File: src/rtl/gpioemu_pkg.sv
// Shared constants for the gpioemu block family: FSM encoding, register map and status bits.
package gpioemu_pkg;

  localparam logic [1:0] ST_IDLE = 2'd0;
  localparam logic [1:0] ST_RUN  = 2'd1;
  localparam logic [1:0] ST_DONE = 2'd2;

  typedef enum logic [1:0] {
    IDLE = ST_IDLE,
    RUN  = ST_RUN,
    DONE = ST_DONE
  } state_e;

  localparam logic [15:0] ADDR_ARG1 = 16'h037F;
  localparam logic [15:0] ADDR_ARG2 = 16'h0388;
  localparam logic [15:0] ADDR_RES  = 16'h0390;
  localparam logic [15:0] ADDR_STAT = 16'h03A0;

  localparam int STAT_BUSY = 0;
  localparam int STAT_DONE = 1;
  localparam int STAT_OVF  = 2;

endpackage

File: src/rtl/gpioemu_mul_core_if.sv
// Request/response bundle between the gpioemu register file (master) and the multiplier core (slave).
interface gpioemu_mul_core_if #(
  parameter int WIDTH = 32,
  parameter int CNT_W = 6
);
  logic             start;
  logic [WIDTH-1:0] arg_a;
  logic [WIDTH-1:0] arg_b;
  logic             busy;
  logic             done;
  logic             overflow;
  logic [WIDTH-1:0] result;
  logic [CNT_W-1:0] ones;

  modport master (
    output start, arg_a, arg_b,
    input  busy, done, overflow, result, ones
  );

  modport slave (
    input  start, arg_a, arg_b,
    output busy, done, overflow, result, ones
  );
endinterface

File: src/rtl/gpioemu_popcount.sv
// Combinational population count of a WIDTH-bit vector.
module gpioemu_popcount #(
  parameter int WIDTH = 32,
  parameter int CNT_W = 6
) (
  input  logic [WIDTH-1:0] vec,
  output logic [CNT_W-1:0] count
);

  always_comb begin
    count = '0;
    for (int i = 0; i < WIDTH; i++) begin
      count = count + CNT_W'(vec[i]);
    end
  end

endmodule

File: src/rtl/gpioemu_mul_core.sv
// Iterative shift-and-add multiplier with early exit once the remaining multiplier bits are zero.
module gpioemu_mul_core
  import gpioemu_pkg::*;
#(
  parameter int WIDTH = 32,
  parameter int CNT_W = 6
) (
  input  logic               clk,
  input  logic               reset,
  gpioemu_mul_core_if.slave  bus
);

  state_e             state, state_nx;
  logic [2*WIDTH-1:0] mcand, acc, acc_nx;
  logic [WIDTH-1:0]   mplier, result_q;
  logic [CNT_W-1:0]   cnt, ones_q, ones_nx;
  logic               ovf_q, last;

  // acc_nx includes this cycle's partial product so the exit edge captures the final value
  always_comb begin
    acc_nx = mplier[0] ? acc + mcand : acc;
    last   = ((mplier >> 1) == '0) || (cnt == CNT_W'(WIDTH - 1));
  end

  gpioemu_popcount #(.WIDTH(WIDTH), .CNT_W(CNT_W)) u_popcount (
    .vec   (acc_nx[WIDTH-1:0]),
    .count (ones_nx)
  );

  always_ff @(posedge clk) begin
    if (reset) state <= IDLE;
    else       state <= state_nx;
  end

  always_comb begin
    state_nx = state;
    case (state)
      IDLE, DONE: if (bus.start) state_nx = RUN;
      RUN:        if (last)      state_nx = DONE;
      default:                   state_nx = IDLE;
    endcase
  end

  always_ff @(posedge clk) begin
    if (reset) begin
      mcand    <= '0;
      mplier   <= '0;
      acc      <= '0;
      cnt      <= '0;
      result_q <= '0;
      ovf_q    <= 1'b0;
      ones_q   <= '0;
    end else begin
      case (state)
        IDLE, DONE: begin
          if (bus.start) begin
            mcand  <= {{WIDTH{1'b0}}, bus.arg_a};
            mplier <= bus.arg_b;
            acc    <= '0;
            cnt    <= '0;
          end
        end
        RUN: begin
          acc    <= acc_nx;
          mcand  <= mcand << 1;
          mplier <= mplier >> 1;
          cnt    <= cnt + CNT_W'(1);
          if (last) begin
            result_q <= acc_nx[WIDTH-1:0];
            ovf_q    <= |acc_nx[2*WIDTH-1:WIDTH];
            ones_q   <= ones_nx;
          end
        end
        default: ;
      endcase
    end
  end

  assign bus.busy     = (state == RUN);
  assign bus.done     = (state == DONE);
  assign bus.overflow = ovf_q;
  assign bus.result   = result_q;
  assign bus.ones     = ones_q;

endmodule
File: src/flat_wrapper.sv
// flat-port wrapper written by rule: the top's interface ports become plain ports
module gpioemu_mul_core_flat import gpioemu_pkg::*;
#(
  parameter int WIDTH = 32,
  parameter int CNT_W = 6
)
  (clk, reset, bus_start, bus_arg_a, bus_arg_b, bus_busy, bus_done, bus_overflow, bus_result, bus_ones);
  gpioemu_mul_core_if #(.WIDTH(WIDTH), .CNT_W(CNT_W)) bus_i ();
  input  logic clk;
  input  logic reset;
  input wire logic [$bits(bus_i.start)-1:0] bus_start;
  input wire logic [$bits(bus_i.arg_a)-1:0] bus_arg_a;
  input wire logic [$bits(bus_i.arg_b)-1:0] bus_arg_b;
  output wire logic [$bits(bus_i.busy)-1:0] bus_busy;
  output wire logic [$bits(bus_i.done)-1:0] bus_done;
  output wire logic [$bits(bus_i.overflow)-1:0] bus_overflow;
  output wire logic [$bits(bus_i.result)-1:0] bus_result;
  output wire logic [$bits(bus_i.ones)-1:0] bus_ones;
  assign bus_i.start = bus_start;
  assign bus_i.arg_a = bus_arg_a;
  assign bus_i.arg_b = bus_arg_b;
  assign bus_busy = bus_i.busy;
  assign bus_done = bus_i.done;
  assign bus_overflow = bus_i.overflow;
  assign bus_result = bus_i.result;
  assign bus_ones = bus_i.ones;
  gpioemu_mul_core #(.WIDTH(WIDTH), .CNT_W(CNT_W)) u_core (.clk(clk), .reset(reset), .bus(bus_i));
endmodule
File: config.mk
export PLATFORM = sky130hd
export DESIGN_NAME = gpioemu_mul_core_flat
export DESIGN_NICKNAME = d
export VERILOG_FILES = /design/src/rtl/gpioemu_pkg.sv /design/src/rtl/gpioemu_mul_core_if.sv /design/src/rtl/gpioemu_popcount.sv /design/src/rtl/gpioemu_mul_core.sv /design/src/flat_wrapper.sv
export SDC_FILE = /design/constraint.sdc
export NUM_CORES = 1
export LEC_CHECK = 0
export CORE_MARGIN = 8
export CORE_UTILIZATION = 46
export CTS_BUF_LIST = sky130_fd_sc_hd__clkbuf_8
export DETAILED_ROUTE_END_ITERATION = 16
export PLACE_DENSITY = 0.66
export SYNTH_ARGS = -nofsm -noshare
export SYNTH_HDL_FRONTEND = slang
export SYNTH_SLANG_ARGS = --single-unit
File: constraint.sdc
create_clock -name clk -period 8.6 [get_ports clk]
set_clock_uncertainty 0.1 [all_clocks]
set_input_delay 1.72 -clock clk [delete_from_list [all_inputs] [get_ports clk]]
set_output_delay 1.72 -clock clk [all_outputs]
set_load 0.1 [all_outputs]
# Word level (Yosys, flattened, before mapping)
# Cells that the tools add are included.
dict set report totals {
  ff_bits 207
  inputBits 67
  output_inout_bits 41
  elab_cells 67
}
dict set report op_classes {
  addsub 33
  eq_ne 5
  n_mux 12
  n_reduce_logical 9
}
# op n
set ops {}
lappend ops {{64-bit one-hot mux with 2 select lines} 2}
lappend ops {{64-bit 2-to-1 mux} 3}
lappend ops {{6-bit by 1-bit adder with 6-bit output} 26}
lappend ops {{64-bit adder} 1}
lappend ops {{32-bit one-hot mux with 2 select lines} 1}
lappend ops {{32-bit zero test} 1}
lappend ops {{32-bit 2-to-1 mux} 1}
lappend ops {{32-bit OR reduction} 1}
lappend ops {{6-bit one-hot mux with 2 select lines} 1}
lappend ops {{5-bit by 1-bit adder with 6-bit output} 1}
lappend ops {{6-bit by 1-bit adder with 6-bit output, second input constant} 1}
lappend ops {{6-bit by 5-bit equality test with 1-bit output, second input constant} 1}
lappend ops {{6-bit 2-to-1 mux} 1}
lappend ops {{2-bit AND reduction} 3}
lappend ops {{4-bit by 1-bit adder with 5-bit output} 1}
lappend ops {{3-bit by 1-bit adder with 4-bit output} 1}
lappend ops {{2-bit 2-to-1 mux} 2}
lappend ops {{2-bit one-hot mux with 2 select lines} 1}
lappend ops {{2-bit by 1-bit adder with 3-bit output} 1}
lappend ops {{1-bit by 1-bit adder with 2-bit output} 1}
lappend ops {{2-bit by 1-bit equality test with 1-bit output, second input constant} 1}
lappend ops {{2-bit equality test, second input constant} 1}
lappend ops {{2-bit zero test} 1}
lappend ops {{2-bit by 1-bit != test with 1-bit output, second input constant} 1}
lappend ops {{other kinds (4)} 4}

# Depth between registers and ports, before layout
dict set report depth {
  depth_word 33
  mapped_depth 27
  ltp_nobuf 27
}

# Hierarchy
# Synthesis repeated with hierarchy kept, for this count alone.
dict set report unflattened {
  hier_cells 1671
  area_unflattened_um2 13011.2
}
# module n_inst cells_per_inst area_per_inst_um2 seq_area_each_um2
set by_module_without_submodules {}
lappend by_module_without_submodules {gpioemu_mul_core 1 1577 12165.4 4144.0}
lappend by_module_without_submodules {gpioemu_popcount 1 94 845.8 0.0}

# Least setup slack after synthesis
# Ideal clock, no wire load.
dict set report synth_path {
  kind {register -> register}
  from {register u_core.mplier[0]}
  to {register u_core.ones_q[5], in the netlist u_core.bus.ones[5]}
  setup_time_ns 0.132
  arrival_ns 6.381
  t_required_ns 8.368
  path_slack_ns 1.987
  path_stages_with_launch 22
  n_path_buf 5
  period_less_slack_ns 6.613
  cell_sequence {dfxtp_1 -> clkbuf_1 -> buf_1 -> clkbuf_1 -> buf_1 -> clkbuf_1 -> mux2i_1 -> fa_1 -> fa_1 -> fa_1 -> inv_1 -> fa_1 -> fa_1 -> inv_1 -> fa_1 -> inv_1 -> ha_1 -> a21o_1 -> a21oi_1 -> nor2b_1 -> o211ai_1 -> a21oi_1}
}
dict set report synth_via {
  elab_chain_len 32
}
# element line
set synth_lines {}
lappend synth_lines {{start, declared} gpioemu_mul_core.sv:15} ;# logic [WIDTH-1:0] mplier, result_q;
lappend synth_lines {{start signal, assigned} gpioemu_mul_core.sv:58} ;# mplier <= bus.arg_b;
lappend synth_lines {{start signal, assigned} gpioemu_mul_core.sv:66} ;# mplier <= mplier >> 1;
lappend synth_lines {{64-bit 2-to-1 mux (*)} gpioemu_mul_core.sv:21} ;# acc_nx = mplier[0] ? acc + mcand : acc;
lappend synth_lines {{1-bit by 1-bit adder with 2-bit output} gpioemu_popcount.sv:13} ;# count = count + CNT_W'(vec[i]);
lappend synth_lines {{2-bit by 1-bit adder with 3-bit output} gpioemu_popcount.sv:13}
lappend synth_lines {{3-bit by 1-bit adder with 4-bit output} gpioemu_popcount.sv:13}
lappend synth_lines {{4-bit by 1-bit adder with 5-bit output} gpioemu_popcount.sv:13}
lappend synth_lines {{5-bit by 1-bit adder with 6-bit output} gpioemu_popcount.sv:13}
lappend synth_lines {{6-bit by 1-bit adder with 6-bit output (25 in a row)} gpioemu_popcount.sv:13}
lappend synth_lines {{6-bit by 1-bit adder with 6-bit output (*)} gpioemu_popcount.sv:13}
lappend synth_lines {{end signal, assigned} gpioemu_mul_core.sv:71} ;# ones_q <= ones_nx;
lappend synth_lines {{end, declared} gpioemu_mul_core.sv:16} ;# logic [CNT_W-1:0] cnt, ones_q, ones_nx;
# Mark *: on every way between the ends. The rest lies on a longest branch, timed or not.
# A chain may end at the register's enable or synchronous reset.

# Final worst setup path
dict set report layout_path {
  from {register u_core.acc[1]}
  to {register u_core.ones_q[4], in the netlist u_core.bus.ones[4]}
}
dict set report layout_via {
  elab_chain_len 33
}
# element line
set layout_lines {}
lappend layout_lines {{start, declared} gpioemu_mul_core.sv:14} ;# logic [2*WIDTH-1:0] mcand, acc, acc_nx;
lappend layout_lines {{start signal, assigned} gpioemu_mul_core.sv:64} ;# acc <= acc_nx;
lappend layout_lines {{64-bit adder} gpioemu_mul_core.sv:21}
lappend layout_lines {{64-bit 2-to-1 mux (*)} gpioemu_mul_core.sv:21}
lappend layout_lines {{1-bit by 1-bit adder with 2-bit output} gpioemu_popcount.sv:13}
lappend layout_lines {{2-bit by 1-bit adder with 3-bit output} gpioemu_popcount.sv:13}
lappend layout_lines {{3-bit by 1-bit adder with 4-bit output} gpioemu_popcount.sv:13}
lappend layout_lines {{4-bit by 1-bit adder with 5-bit output} gpioemu_popcount.sv:13}
lappend layout_lines {{5-bit by 1-bit adder with 6-bit output} gpioemu_popcount.sv:13}
lappend layout_lines {{6-bit by 1-bit adder with 6-bit output (25 in a row)} gpioemu_popcount.sv:13}
lappend layout_lines {{6-bit by 1-bit adder with 6-bit output (*)} gpioemu_popcount.sv:13}
# Marks and branches as above.

==> flow_summary.yaml <==
yosys:
  synth_ff_type: "dfxtp_1"
  syn_nets: 1821
  synth_edf_count: 0
  synthAdderAreaFrac_pct: 10.8
  synth_cells: 1658
  synth_simple_gate_area_share_pct: 19.2
  synth_cell_type_count: 74
  synth_area_sq_mm: 0.0129
  synth_mux_area_share_pct: 2.80
  avgSynthCellArea_sq_um: 7.78
  ys_seq_area_share_pct: 32.1
  synth_top_family_by_area: "compound AO/OA/AOI/OAI gates"
  ys_seq_elements: 207
  yosys.area_share.xor_xnor_pct: 3.87
  synth_compound_area_share_pct: 26.6
  yosysWarnings: 0
  async_flop_share_pct: 0
setup_path:
  crit_top_cell: "fa_1"
  endpoint_kind: "register"
  worstSetupStartpointType: "register"
  critPathArrivalTime_ns: 7.53
  path_buf_inv: 3
  crit_type: "reg2reg"
  slowest_delay_ns: 0.56
  slowest_stage: "fa_1"
  crit_fanout: 4
  cp.required_ns: 8.97
  crit_family: "adder cells"
floorplan:
  ios: 108
  die-area_sq_mm: 0.0337
  coreArea_sq_mm: 0.0277
  floorplan.initialDensity_pct: 46.6
  row_count: 61
  die-width_um: 183
  die_h_um: 183
drt:
  drc: 0
  firstDrtPassIters: 8
  via_count: 12400
  drtIter0Drc: 851
  ant_nets: 0
  vias_per_cell: 5.87
  wl_per_cell_um: 19.2
  wirelength_um: 40500
status:
  status: "completed"
clocking:
  cts_max_level: 2
  clock_sinks: 207
  cts_root_buf: "clkbuf_8"
  clock_path_buffers: 3
  cts_made_buffers: 38
  post_cts_buffers: 0
  clk_latency_ns: 0.55
  ctsResizeCount: 0
  cts_tree: "yes"
  clk_pin_slew_ns: 0.06
  hold_buffers: 0
placement:
  io_buffers: 107
  place_congestion: 0.947
  hpwl_um: 29400
  place_area_sq_mm: 0.0141
global_route:
  antenna_found_initial: 0
  grt_pass1_vias: 12200
  overflow: 0
  grt_pass1_wl_um: 66000
  grt_max_degree: 109
  track_usage_pct: 23.9
timing:
  maxSlewViolCount: 0
  rsz0062_at_grt: "no"
  finalSetupViolations: 0
  min_period_ns: 7.16
  final.period_utilization_pct: 83.3
  finalHoldViolCount: 0
  slew_headroom_pct: 28.6
  tightestPinTransition_ns: 1.07
  fin_tns_setup_ns: 0
  clock.fmax_mhz: 140
pwr:
  vdd_ir_drop_max_uv: 101
  power_w: 0.00222
  power_density_mw_per_mm2: 150
  cellLeakagePower_nw: 5.64
min_path:
  hold_path_class: "reg2reg"
finish:
  final_common_cell: "nor2_1"
  diodes: 0
  fin_area_sq_mm: 0.0149
  drive_above_1_share_pct: 5.60
  final_cell_mix: "nor2_1, a21oi_1, dfxtp_1"
  nNetsFinal: 1868
  syn_to_final_growth_pct: 15.2
flow_run:
  maxCapViolations: 0
-- power by group --
group,total [W],internal [W],switching (W)
Clock,0.000916,0.000490,0.000426
Combinational,0.000295,0.000106,0.000189
Sequential,0.00101,0.000986,0.0000270
Total,0.00222,0.00158,0.000642
-- registers in the layout, indices dropped and copies added (netlist names) --
signal / count
u_core.mcand: 64
u_core.acc: 64
u_core.cnt: 6
u_core.state: 2
u_core.bus.result: 32
u_core.bus.overflow: 1
u_core.bus.ones: 6
u_core.mplier: 32
-- per-stage QoR --
step / setup slack, ns / std cells / utilization, % / hold WS (ns)
6_report: 1.44 / 2109 / 53.6 / 0.359
3_3_place_gp: 1.66 / 2043 / 51.0 / 0.352
4_1_cts: 1.46 / 2109 / 53.6 / 0.362
5_1_grt: 1.06 / 2109 / 53.6 / 0.381
2_1_floorplan: 1.99 / 1658 / - / 0.349
3_5_place_dp: 1.54 / 2043 / 51.0 / 0.349
-- cell type report --
class | count | area, sq um
flip-flops and latches | 207 | 4150
clock inverters | 19 | 80.1
fillers | 2687 | 12900
well taps | 378 | 473
clock buffers | 47 | 647
repair buffers | 118 | 1150
multi-input cells | 1296 | 8190
inverters | 44 | 168
-- cell usage after synthesis, drive strengths merged (3+ instances only) --
| cell type | n | share of area [%] |
|---|---|---|
| and3 | 3 | 0.15 |
| o21ai | 64 | 2.5 |
| or2 | 7 | 0.34 |
| nand4 | 34 | 1.6 |
| nand2b | 7 | 0.34 |
| nor2b | 7 | 0.34 |
| a2111oi | 5 | 0.39 |
| o221ai | 3 | 0.20 |
| a31o | 4 | 0.27 |
| o21a | 10 | 0.58 |
| o21bai | 10 | 0.58 |
| a211oi | 34 | 2.0 |
| or4 | 3 | 0.17 |
| nand3 | 34 | 1.3 |
| a22oi | 110 | 6.4 |
| a21boi | 3 | 0.17 |
| buf | 17 | 0.55 |
| nor4 | 14 | 0.68 |
| a21o | 17 | 0.99 |
| nor3 | 24 | 0.93 |
| a21oi | 218 | 8.5 |
| mux2i | 26 | 2.0 |
| ha | 71 | 6.9 |
| and4 | 5 | 0.34 |
| xor2 | 21 | 1.4 |
| xnor2 | 36 | 2.4 |
| or3 | 8 | 0.43 |
| mux2 | 9 | 0.79 |
| nor2 | 235 | 6.8 |
| o22ai | 3 | 0.15 |
| fa | 25 | 3.9 |
| dfxtp | 207 | 32 |
| o211ai | 13 | 0.76 |
| inv | 43 | 1.3 |
| a31oi | 22 | 1.1 |
| o31ai | 6 | 0.35 |
| clkbuf | 94 | 2.7 |
| a211o | 3 | 0.20 |
| nand2 | 177 | 5.2 |
-- final timing paths --
kind                           start            endpoint  slack (ns)  cells past startpoint
setup / recovery       u_core.acc[1]  u_core.bus.ones[4]        1.44                     25
hold / removal    u_core.bus.ones[5]  u_core.bus.ones[5]        0.36                      2
setup reg to reg       u_core.acc[1]  u_core.bus.ones[4]        1.44                     25
hold reg to reg   u_core.bus.ones[5]  u_core.bus.ones[5]        0.36                      2
-- per-layer routing --
layer	track usage (%)	vias to the layer above	share of wire [%]
li1	-	6084	-
met1	33.2	5825	47
met2	37.1	380	44
met3	3.89	89	6.0
met4	8.49	0	3.0
met5	0	-	0
-- kinds of logic after synthesis --
kind of cell,after synthesis
flops,207
fa+ha+maj,96
xor+xnor,57
buf+inv,155
simple gates,565
mux,35
compound gates,543
-- worst register-to-register path: cells and delay by family (launching register included) --
family                     cells  cell delay, ns
adders and majority gates      9            3.90
AOI/OAI and AO/OA              7            1.49
and+or+nand+nor                3            0.47
DFF                            1            0.42
muxes                          1            0.29
xor gates and xnor gates       2            0.23
buffers and inverters          3            0.20
Power figures use the tool's default switching activity.
